===== src/rtl/pc_fetch_ctrl.sv =====
// pc_fetch_ctrl -- fetch-stage PC owner and I-cache request sequencer.
//
// Owns the architectural fetch PC (pc_q). Each time the PC moves on, it
// issues one instruction request on the I-cache address/data handshake. It
// discards a response that a redirect has made stale. It presents the
// fetched {pc, inst} to decode through a single registered valid/ready slot.
//
// Ports:
//   clk, reset        core clock; asynchronous active-high reset
//   pc_selected       next PC from the fetch-stage selector
//   forward_pc_type   NO_FORWARD = sequential/predicted, PCW/PCM/PCI = redirect
//   pc_succ           pc_q + 4 back to the selector (wraps modulo 2^ADDR_W)
//   ireq_valid/addr   I-cache request (address = pc_q)
//   ireq_addr_ok      request accepted this cycle
//   iresp_data_ok     response valid this cycle, word on iresp_data
//   f_valid/pc/inst   decode slot; f_adel flags a misaligned PC
//   f_ready           decode accepts the slot

package pc_fetch_pkg;
  typedef enum logic [1:0] {
    NO_FORWARD = 2'd0,
    PCW        = 2'd1,
    PCM        = 2'd2,
    PCI        = 2'd3
  } forward_pc_type_t;
endpackage

module pc_fetch_ctrl
  import pc_fetch_pkg::*;
#(
  parameter int                ADDR_W   = 32,
  parameter logic [ADDR_W-1:0] RESET_PC = 32'hbfc0_0000
) (
  input  logic              clk,
  input  logic              reset,
  input  logic [ADDR_W-1:0] pc_selected,
  input  forward_pc_type_t  forward_pc_type,
  output logic [ADDR_W-1:0] pc_succ,
  output logic              ireq_valid,
  output logic [ADDR_W-1:0] ireq_addr,
  input  logic              ireq_addr_ok,
  input  logic              iresp_data_ok,
  input  logic [31:0]       iresp_data,
  output logic              f_valid,
  output logic [ADDR_W-1:0] f_pc,
  output logic [31:0]       f_inst,
  output logic              f_adel,
  input  logic              f_ready
);

  typedef enum logic [1:0] {
    S_REQ  = 2'd0,
    S_WAIT = 2'd1,
    S_HOLD = 2'd2
  } state_t;

  state_t            state, state_nxt;
  logic [ADDR_W-1:0] pc_q, pc_nxt;
  logic              drop, drop_nxt;
  logic              redirect;
  logic              advance;
  logic              misaligned;
  logic              slot_load;
  logic              slot_clear;

  assign redirect   = (forward_pc_type != NO_FORWARD);
  assign advance    = f_valid & f_ready;
  assign misaligned = (pc_q[1:0] != 2'b00);
  assign pc_succ    = pc_q + ADDR_W'(4);
  assign ireq_addr  = pc_q;

  always_comb begin
    state_nxt  = state;
    drop_nxt   = drop;
    pc_nxt     = pc_q;
    ireq_valid = 1'b0;
    slot_load  = 1'b0;
    slot_clear = 1'b0;

    // A redirect wins over a plain advance; both take the selector's PC.
    if (redirect || advance) begin
      pc_nxt = pc_selected;
    end

    case (state)
      S_REQ: begin
        if (misaligned) begin
          // No request for a misaligned PC; the slot carries the exception.
          // A redirect arriving now makes that exception stale, so stay here.
          if (!redirect) begin
            slot_load = 1'b1;
            state_nxt = S_HOLD;
          end
        end else begin
          // ireq_valid is masked during reset so every output is quiet then.
          ireq_valid = !reset;
          if (ireq_addr_ok) begin
            state_nxt = S_WAIT;
            // The accepted request is for the old PC; its answer is stale.
            if (redirect) begin
              drop_nxt = 1'b1;
            end
          end
        end
      end

      S_WAIT: begin
        if (iresp_data_ok) begin
          drop_nxt = 1'b0;
          if (drop || redirect) begin
            state_nxt = S_REQ;
          end else begin
            slot_load = 1'b1;
            state_nxt = S_HOLD;
          end
        end else if (redirect) begin
          // drop is a single bit; setting it again while set is a no-op.
          drop_nxt = 1'b1;
        end
      end

      S_HOLD: begin
        if (redirect || advance) begin
          slot_clear = 1'b1;
          state_nxt  = S_REQ;
        end
      end

      default: begin
        state_nxt = S_REQ;
      end
    endcase
  end

  // Slot register boundary: state, PC and decode slot update together.
  always_ff @(posedge clk or posedge reset) begin
    if (reset) begin
      state   <= S_REQ;
      pc_q    <= RESET_PC;
      drop    <= 1'b0;
      f_valid <= 1'b0;
      f_pc    <= '0;
      f_inst  <= '0;
      f_adel  <= 1'b0;
    end else begin
      state <= state_nxt;
      pc_q  <= pc_nxt;
      drop  <= drop_nxt;
      if (slot_load) begin
        f_valid <= 1'b1;
        f_pc    <= pc_q;
        f_inst  <= misaligned ? 32'h0 : iresp_data;
        f_adel  <= misaligned;
      end else if (slot_clear) begin
        f_valid <= 1'b0;
      end
    end
  end

endmodule

===== config.mk =====
export PLATFORM = sky130hd
export DESIGN_NAME = pc_fetch_ctrl
export DESIGN_NICKNAME = d
export VERILOG_FILES = /design/src/rtl/pc_fetch_ctrl.sv
export SDC_FILE = /design/constraint.sdc
export NUM_CORES = 1
export LEC_CHECK = 0
export CAP_MARGIN = 20
export CORE_UTILIZATION = 35
export CTS_CLUSTER_DIAMETER = 100
export DETAILED_ROUTE_END_ITERATION = 8
export GPL_TIMING_DRIVEN = 0
export PLACE_DENSITY = 0.76
export SKIP_CTS_REPAIR_TIMING = 1
export SLEW_MARGIN = 25
export SYNTH_ARGS = -nofsm -noshare
export SYNTH_HDL_FRONTEND = slang
export SYNTH_SLANG_ARGS = --single-unit
export TNS_END_PERCENT = 100

===== constraint.sdc =====
create_clock -name clk -period 9.3 [get_ports clk]
set_input_delay 0.93 -clock clk [delete_from_list [all_inputs] [get_ports clk]]
set_output_delay 0.93 -clock clk [all_outputs]
set_load 0.1 [all_outputs]

## Yosys cells after proc, flatten, opt, wreduce, memory -nomap -nowiden

Index checks and enable logic that the tools add are counted.

| storage, ports and cells | value |
|---|---|
| register bits after elaboration | 101 |
| input bits | 71 |
| word-level logic and storage cells | 51 |

| cells by class | value |
|---|---|
| add/sub/neg operators | 1 |
| eq/ne operators | 8 |
| muxes and demuxes | 24 |
| bitwise gates (word level) | 1 |
| reductions and logical operators | 10 |

Operators with widths:

| operator | count |
|---|---|
| $add A32 B3 Y32 const B | 1 |
| $mux W32 | 1 |
| $mux W1 | 14 |
| $mux W2 | 6 |
| $ne A2 B2 Y1 const B | 4 |
| $reduce_bool A2 Y1 | 4 |
| $ne A3 B3 Y1 const B | 2 |
| $pmux W2 S3 | 1 |
| $pmux W1 S2 | 2 |
| $reduce_and A4 Y1 | 1 |
| $reduce_and A3 Y1 | 1 |
| $eq A2 B1 Y1 const B | 1 |
| $eq A2 B2 Y1 const B | 1 |
| $logic_not A2 Y1 | 1 |
| $logic_or A1 B1 Y1 | 2 |
| $and A1 B1 Y1 | 1 |
| $logic_not A1 Y1 | 1 |

## Longest topological paths before layout

Gate-level depths: netlist of run 1.

| logic depth | value |
|---|---|
| word-level depth | 6 |
| depth in mapped cells | 6 |
| mapped depth without buffers | 5 |

## Least setup slack after synthesis of run 1

Ideal clock, no wire load.

| path | value |
|---|---|
| path kind | flip-flop to output port |
| from | reg pc_q[1] (netlist: ireq_addr[1]) |
| to | out ireq_valid |
| data arrival time | 4,224 ps |
| required time | 8,370 ps |
| setup slack | 4,146 ps |
| stages on the path, launching flop included | 3 |
| buffers on the path | 0 |
| cells stage by stage | dfrtp_1 nor2_1 nor4b_1 |

| between the ends | value |
|---|---|
| longest elaborated chain between the ends | 3 |

Ends and longest elaborated chain:

| element | RTL line | RTL |
|---|---|---|
| start, declared | 58 | `logic [ADDR_W-1:0] pc_q, pc_nxt;` |
| start signal, assigned | 147 | `pc_q <= pc_nxt;` |
| $reduce_bool A2 Y1 | 68 | `assign misaligned = (pc_q[1:0] != 2'b00);` |
| $mux W1 | 87 | `if (misaligned) begin` |
| $mux W1 | 85 | `case (state)` |
| end, declared | 39 | `output logic ireq_valid,` |

No other way between the ends.

## Worst setup path after layout of run 1

| path | value |
|---|---|
| from | reg pc_q[3] (netlist: ireq_addr[3]) |
| to | out pc_succ[22] |

| between the ends | value |
|---|---|
| longest elaborated chain between the ends | 1 |

Ends and longest elaborated chain:

| element | RTL line | RTL |
|---|---|---|
| $add A32 B3 Y32 | 69 | `assign pc_succ = pc_q + ADDR_W'(4);` |
| end, declared | 38 | `output logic [ADDR_W-1:0] pc_succ,` |

No other way between the ends.

==> flow_summary.toml, run 1 <==
[synthesis]
synth.area.top_cells = "dfrtp_1, nand2_1, mux2_2, a22o_1, dfstp_2"
synth_ff_type = "dfrtp_1"
synth-edff-count = 0
ys_seq_elements = 101
netlist_instances = 389
ys.warnings.count = 0
avgSynthCellArea_sq_um = 11.3
netlist_area_sq_um = 4410
synth.top_cell.area_share = 0.522
synth_cell_type_count = 36
synth_area_leader_cell = "dfrtp_1"
synthesis.nets = 461
ys_seq_area_frac = 0.576
synthArstFlopShare = 1.00

[drt]
firstDrtPassIters = 4
num_vias = 3741
drcViolationCount = 0
ant_nets = 0
totalWireLength_um = 13000
post_drt_wl_per_cell_um = 16.8
drt_iter0_drc = 145
via_per_inst = 4.83

[timing]
fin_crit_sh = 0.484
rsz0062_at_grt = "false"
clock_skew_ns = 0.00705
maxSlewHeadroom = 0.321
worstMarginPinSlew_ns = 1.01
slew_viol_final = 0
min_period_ns = 4.50
setup_viol = 0
hold_viol = 0
fmax_ghz = 0.222
tns_ns = 0

[critical_path]
slowest_stage = "clkdlybuf4s50_1"
cp_cell_sequence = "ha_1 -> and4_1 -> or4b_1 -> buf_2 -> nor3_1 -> xor2_1 -> clkdlybuf4s50_1"
r2r_cells = 5
cp_data_required_time_ns = 8.37
critPathMaxStageDelay_ns = 1.14
endpoint = "pc_succ[22]"
reg2reg_slack_ns = 7.02
critPathKind = "reg -> out"
cp-startpoint = "ireq_addr[3]"
critPathMaxFanout = 8
rr_startpoint = "state[0]"
crit_arrival_ns = 3.57
r2r_end = "f_pc[21]"
critical_path.endpoint_type = "output port"
cp-start-kind = "register"

[power]
p_total_mw = 2.15
ir_worst_vdd_mv = 0.163
power_density_nw_per_um2 = 310
p_leak_nw = 2.96

[layout]
nFillCells = 1062
multi_input_area_sq_um = 1720
fin_nets = 674
syn_to_final_growth_pct = 57.8
seqCellArea_sq_um = 2540
n_antenna_cell = 0
fin_area_sq_um = 6960
layout-drive-gt1-share = 0.120

[clock_tree]
cts.clk_slew.worst_paths_ns = 0.07
cts_buffer_depth = 2
cts_sinks = 101
root_buffer = "clkbuf_16"
htree_levels = 3
insertion_delay_ns = 0.34
cts_buffers = 9
cts_tree = "built"

[place]
dpl_cell_area_sq_um = 6660
io_buffers = 201
gp_congestion = 0.821
place_hpwl_um = 9690

[global_routing]
antenna_found_initial = 0
grt_max_degree = 53
track_usage = 0.208
grt_pass1_vias = 3916
grt_overflow = 0
grt_pass1_wl_um = 20800

[die]
start_util = 0.362
die_y_um = 114
core_sq_um = 12200
die_w_um = 114
ios = 202
dieArea_sq_um = 13000
rows = 40

[flow_run]
cap_violations = 0

[worst_hold_path]
hold_path_class = "reg -> reg"

[outcome]
outcome = "complete, no violations"
## area by class of cell
class | count | area share
buffer | 23 | 0.0176
clock buffer | 12 | 0.0354
clock inverter | 4 | 0.00683
inverter | 6 | 0.00396
multi-input combinational | 259 | 0.248
sequential | 101 | 0.365
tap | 168 | 0.0302
timing repair buffer | 202 | 0.293
## how the worst min path moves through the flow
stage               cells past startpoint  startpoint        to  slack, ns
floorplan                               1        drop      drop       0.45
global placement                        2    f_pc[20]  f_pc[20]       0.46
detailed placement                      2     f_pc[7]   f_pc[7]       0.46
CTS                                     2    f_pc[30]  f_pc[30]       0.48
global route                            2    f_pc[30]  f_pc[30]       0.51
finish                                  2     f_pc[1]   f_pc[1]       0.48
## metrics by stage
| step | hold slack (ns) | util | cells | setup WS, ns |
|---|---|---|---|---|
| after floorplan | 0.452 | - | 389 | 4.15 |
| final | 0.477 | 0.572 | 775 | 4.80 |
| after global routing | 0.511 | 0.572 | 775 | 4.65 |
| after CTS | 0.482 | 0.572 | 775 | 4.76 |
| after global placement | 0.460 | 0.545 | 758 | 4.21 |
| after detailed placement | 0.462 | 0.548 | 759 | 5.15 |
## cells in the final DEF (no fill, tap or decap), types with 3 or more instances in the layout
cell type / instances
nand2_1: 100
o21ai_0: 6
clkdlybuf4s50_1: 201
nand4_1: 8
buf_4: 3
dfstp_2: 9
and4_1: 6
buf_1: 3
mux2_2: 33
xor2_1: 10
clkbuf_1: 14
nor2_1: 12
xnor2_1: 18
inv_1: 5
a22o_1: 32
nor3_1: 6
buf_6: 3
clkbuf_16: 9
dfrtp_1: 92
nand3_1: 9
## cell usage after synthesis (all sizes together) (2+ instances only)
master and instances:
nand3b 2, nor3 8, dfstp 9, clkbuf 12, xor2 10, mux2 33, inv 6, a22o 32
nand2 100, xnor2 18, nand4 9, nand3 9, buf 11, o21ai 6, and3 2, nand2b 2
dfrtp 92, nor2 12, and4 6
## worst max-delay path, delay by kind of cell, from the launching register on
kind / cells / cell delay (ns)
xor gates and xnor gates: 1 / 0.16
adders and majority gates: 1 / 0.24
buffers and inverters: 2 / 1.35
DFF: 1 / 0.47
and+or+nand+nor: 3 / 0.99
## power breakdown
group          switching (mW)  leakage (nW)  total (mW)  internal (mW)
registers              0.0682          1.25       0.600          0.532
clock network           0.161         0.143       0.376          0.215
logic                   0.912          1.57        1.18          0.266
## logic make-up (layout without fill, tap and decap cells)
logic type | after synthesis | after routing | synth area share
adders and majority gates | 1 | 1 | 0.00284
buffers and inverters | 29 | 247 | 0.0329
DFF | 101 | 101 | 0.576
xor gates and xnor gates | 28 | 28 | 0.0556
muxes | 33 | 33 | 0.0843
AOI/OAI and AO/OA | 44 | 44 | 0.0869
and+or+nand+nor | 153 | 153 | 0.162
## layer usage
layer | track usage | vias up | routed length (um)
met5 | 0 | - | 0
met3 | 0.0662 | 16 | 1070
li1 | - | 1758 | -
met4 | 0.0710 | 0 | 203
met2 | 0.356 | 147 | 6380
met1 | 0.247 | 1820 | 5360
## registers in the layout, indices dropped and copies added, names as in the netlist
name,cells
state,2
drop,1
f_adel,1
f_valid,1
f_pc,32
ireq_addr,32
f_inst,32
(Power assumes the default switching activity.)
==> run 2: changes to the inputs <==
--- a/config.mk
+++ b/config.mk
@@ -10,7 +10,7 @@
 export CTS_CLUSTER_DIAMETER = 100
 export DETAILED_ROUTE_END_ITERATION = 8
 export GPL_TIMING_DRIVEN = 0
-export PLACE_DENSITY = 0.76
+export PLACE_DENSITY = 0.78
 export SKIP_CTS_REPAIR_TIMING = 1
 export SLEW_MARGIN = 25
 export SYNTH_ARGS = -nofsm -noshare
==> constraint.sdc (replaced) <==
create_clock -name clk -period 3.75 [get_ports clk]
set_input_delay 0.375 -clock clk [delete_from_list [all_inputs] [get_ports clk]]
set_output_delay 0.375 -clock clk [all_outputs]
set_load 0.1 [all_outputs]
==> run 2 against run 1 <==
  * Design area rose by 2.1%
  * Wire length fell by 1.7%
  * Count of clock-buffer cells in the layout increased by 3
  * Critical endpoint is now pc_succ[28]
  * Largest cell class unchanged
  * Clock power up 140%
  * Largest power group unchanged
  * Flip-flop and latch count stayed put
==> flow_summary.toml, run 2 (synthesized netlist as in run 1, its figures left out) <==
[clock_tree]
cts.clk_slew.worst_paths_ns = 0.06
cts_buffer_depth = 2
insertion_delay_ns = 0.34
cts_tree = "built"
root_buffer = "clkbuf_16"
htree_levels = 3
cts_buffers = 9
cts_sinks = 101

[critical_path]
cp_cell_sequence = "ha_1 -> and4_1 -> or4b_1 -> buf_2 -> nor3_1 -> xor2_2 -> dlymetal6s2s_1"
reg2reg_slack_ns = 1.49
path_delay_family = "simple AND/OR/NAND/NOR gates"
endpoint = "pc_succ[28]"
cp_data_required_time_ns = 3.38
cp.depth = 7
r2r_cells = 5
cp-startpoint = "ireq_addr[3]"
crit_arrival_ns = 3.23
slowest_stage = "dlymetal6s2s_1"
crit_buf_inv = 2
cp-start-kind = "register"
critPathMaxFanout = 8
rr_startpoint = "state[0]"
critical_path.endpoint_type = "output port"
critPathKind = "reg -> out"
critPathMaxStageDelay_ns = 0.77
r2r_end = "f_pc[20]"

[power]
power_density_nw_per_um2 = 747
p_leak_nw = 3.15
ir_worst_vdd_mv = 0.435
p_total_mw = 5.31

[global_routing]
grt_overflow = 0
track_usage = 0.204
antenna_found_initial = 0
grt_max_degree = 66
grt_pass1_vias = 3853
grt_pass1_wl_um = 20200

[layout]
layout_commonest_cell = "clkdlybuf4s50_1"
layout-drive-gt1-share = 0.147
nFillCells = 1049
fin_area_sq_um = 7100
syn_to_final_growth_pct = 61.1
multi_input_area_sq_um = 1850
seqCellArea_sq_um = 2540
layout_common_cells = "clkdlybuf4s50_1, nand2_1, dfrtp_1"
fin_nets = 674
n_antenna_cell = 0
fin_util = 0.584

[timing]
setup_viol = 0
fmax_ghz = 0.277
worstMarginPinSlew_ns = 1.02
holdWs_ns = 0.461
fin_crit_sh = 0.962
slew_viol_final = 0
min_period_ns = 3.61
hold_viol = 0
clock_skew_ns = 0.00460
fin_ws_ns = 0.142
maxSlewHeadroom = 0.321
rsz0062_at_grt = "false"

[place]
io_buffers = 201
gp_congestion = 0.752
dpl_cell_area_sq_um = 6780
place_ws_ns = 0.0430
place_hpwl_um = 9650

[drt]
via_per_inst = 4.82
drt_iter0_drc = 156
firstDrtPassIters = 4
totalWireLength_um = 12800
ant_nets = 0
num_vias = 3738
post_drt_wl_per_cell_um = 16.5
drcViolationCount = 0

[die]
core_sq_um = 12200
die_w_um = 114
ios = 202
die_y_um = 114
start_util = 0.362
rows = 40
dieArea_sq_um = 13000

[flow_run]
cap_violations = 0

[worst_hold_path]
hold_path_class = "in -> async"

[outcome]
outcome = "complete, no violations"
run 2: cell types whose count changed in the layout (fill, tap and decap cells not counted), sizes merged:
cell and change:
clkdlybuf4s50 -14, bufinv -1, clkinvlp -1, clkbuf +4
clkinv -1, dlymetal6s2s +13
run 2: worst min path at each step:
| stage | depth (start not counted) | from | end |
|---|---|---|---|
| 3_5_place_dp | 2 | f_pc[29] | f_pc[29] |
| 2_1_floorplan | 1 | drop | drop |
| 5_1_grt | 2 | f_pc[29] | f_pc[29] |
| 3_3_place_gp | 2 | f_pc[8] | f_pc[8] |
| 6_report | 2 | reset | f_pc[1] |
| 4_1_cts | 2 | reset | f_pc[1] |
run 2: area by class of cell:
class                      instances  area share
multi-input combinational        259       0.261
inverter                           6     0.00388
timing repair buffer             202       0.291
tap                              168      0.0296
clock inverter                     1    0.000705
clock buffer                      15      0.0391
buffer                            23      0.0173
sequential                       101       0.358
run 2: worst reg2reg max path, stage by stage, from the launching register on:
cell and delay, ns:
dfrtp_1 0.47, o21bai_1 0.26, a2111oi_4 0.79, clkbuf_1 0.48
nand2_1 0.12, nand2_1 0.08
run 2: stage by stage:
step / cells / TNS, ns
after floorplan: 389 / 0
after global placement: 758 / -73.92
after detailed placement: 759 / 0
after CTS: 775 / -2.55
after global routing: 775 / 0
final: 775 / 0
run 2: power breakdown:
group	internal [mW]	leakage [nW]	switching, mW
logic	0.665	1.75	2.26
registers	1.32	1.25	0.177
clock network	0.504	0.140	0.379
total	2.49	3.15	2.82
run 2: metal layers:
metal  share of wire  GRT usage  up-vias
met5               0          0        -
met4           0.014     0.0658        0
met3           0.082     0.0625       14
met2            0.51      0.360      143
met1            0.40      0.237     1829
li1                -          -     1752
==> run 3: changes to the inputs <==
--- a/config.mk
+++ b/config.mk
@@ -9,6 +9,7 @@
 export CORE_UTILIZATION = 35
 export CTS_CLUSTER_DIAMETER = 100
 export DETAILED_ROUTE_END_ITERATION = 8
+export GPL_ROUTABILITY_DRIVEN = 1
 export GPL_TIMING_DRIVEN = 0
 export PLACE_DENSITY = 0.78
 export SKIP_CTS_REPAIR_TIMING = 1
==> results of run 3 <==
Final layout, timing and power as in run 2 (identical DEF).
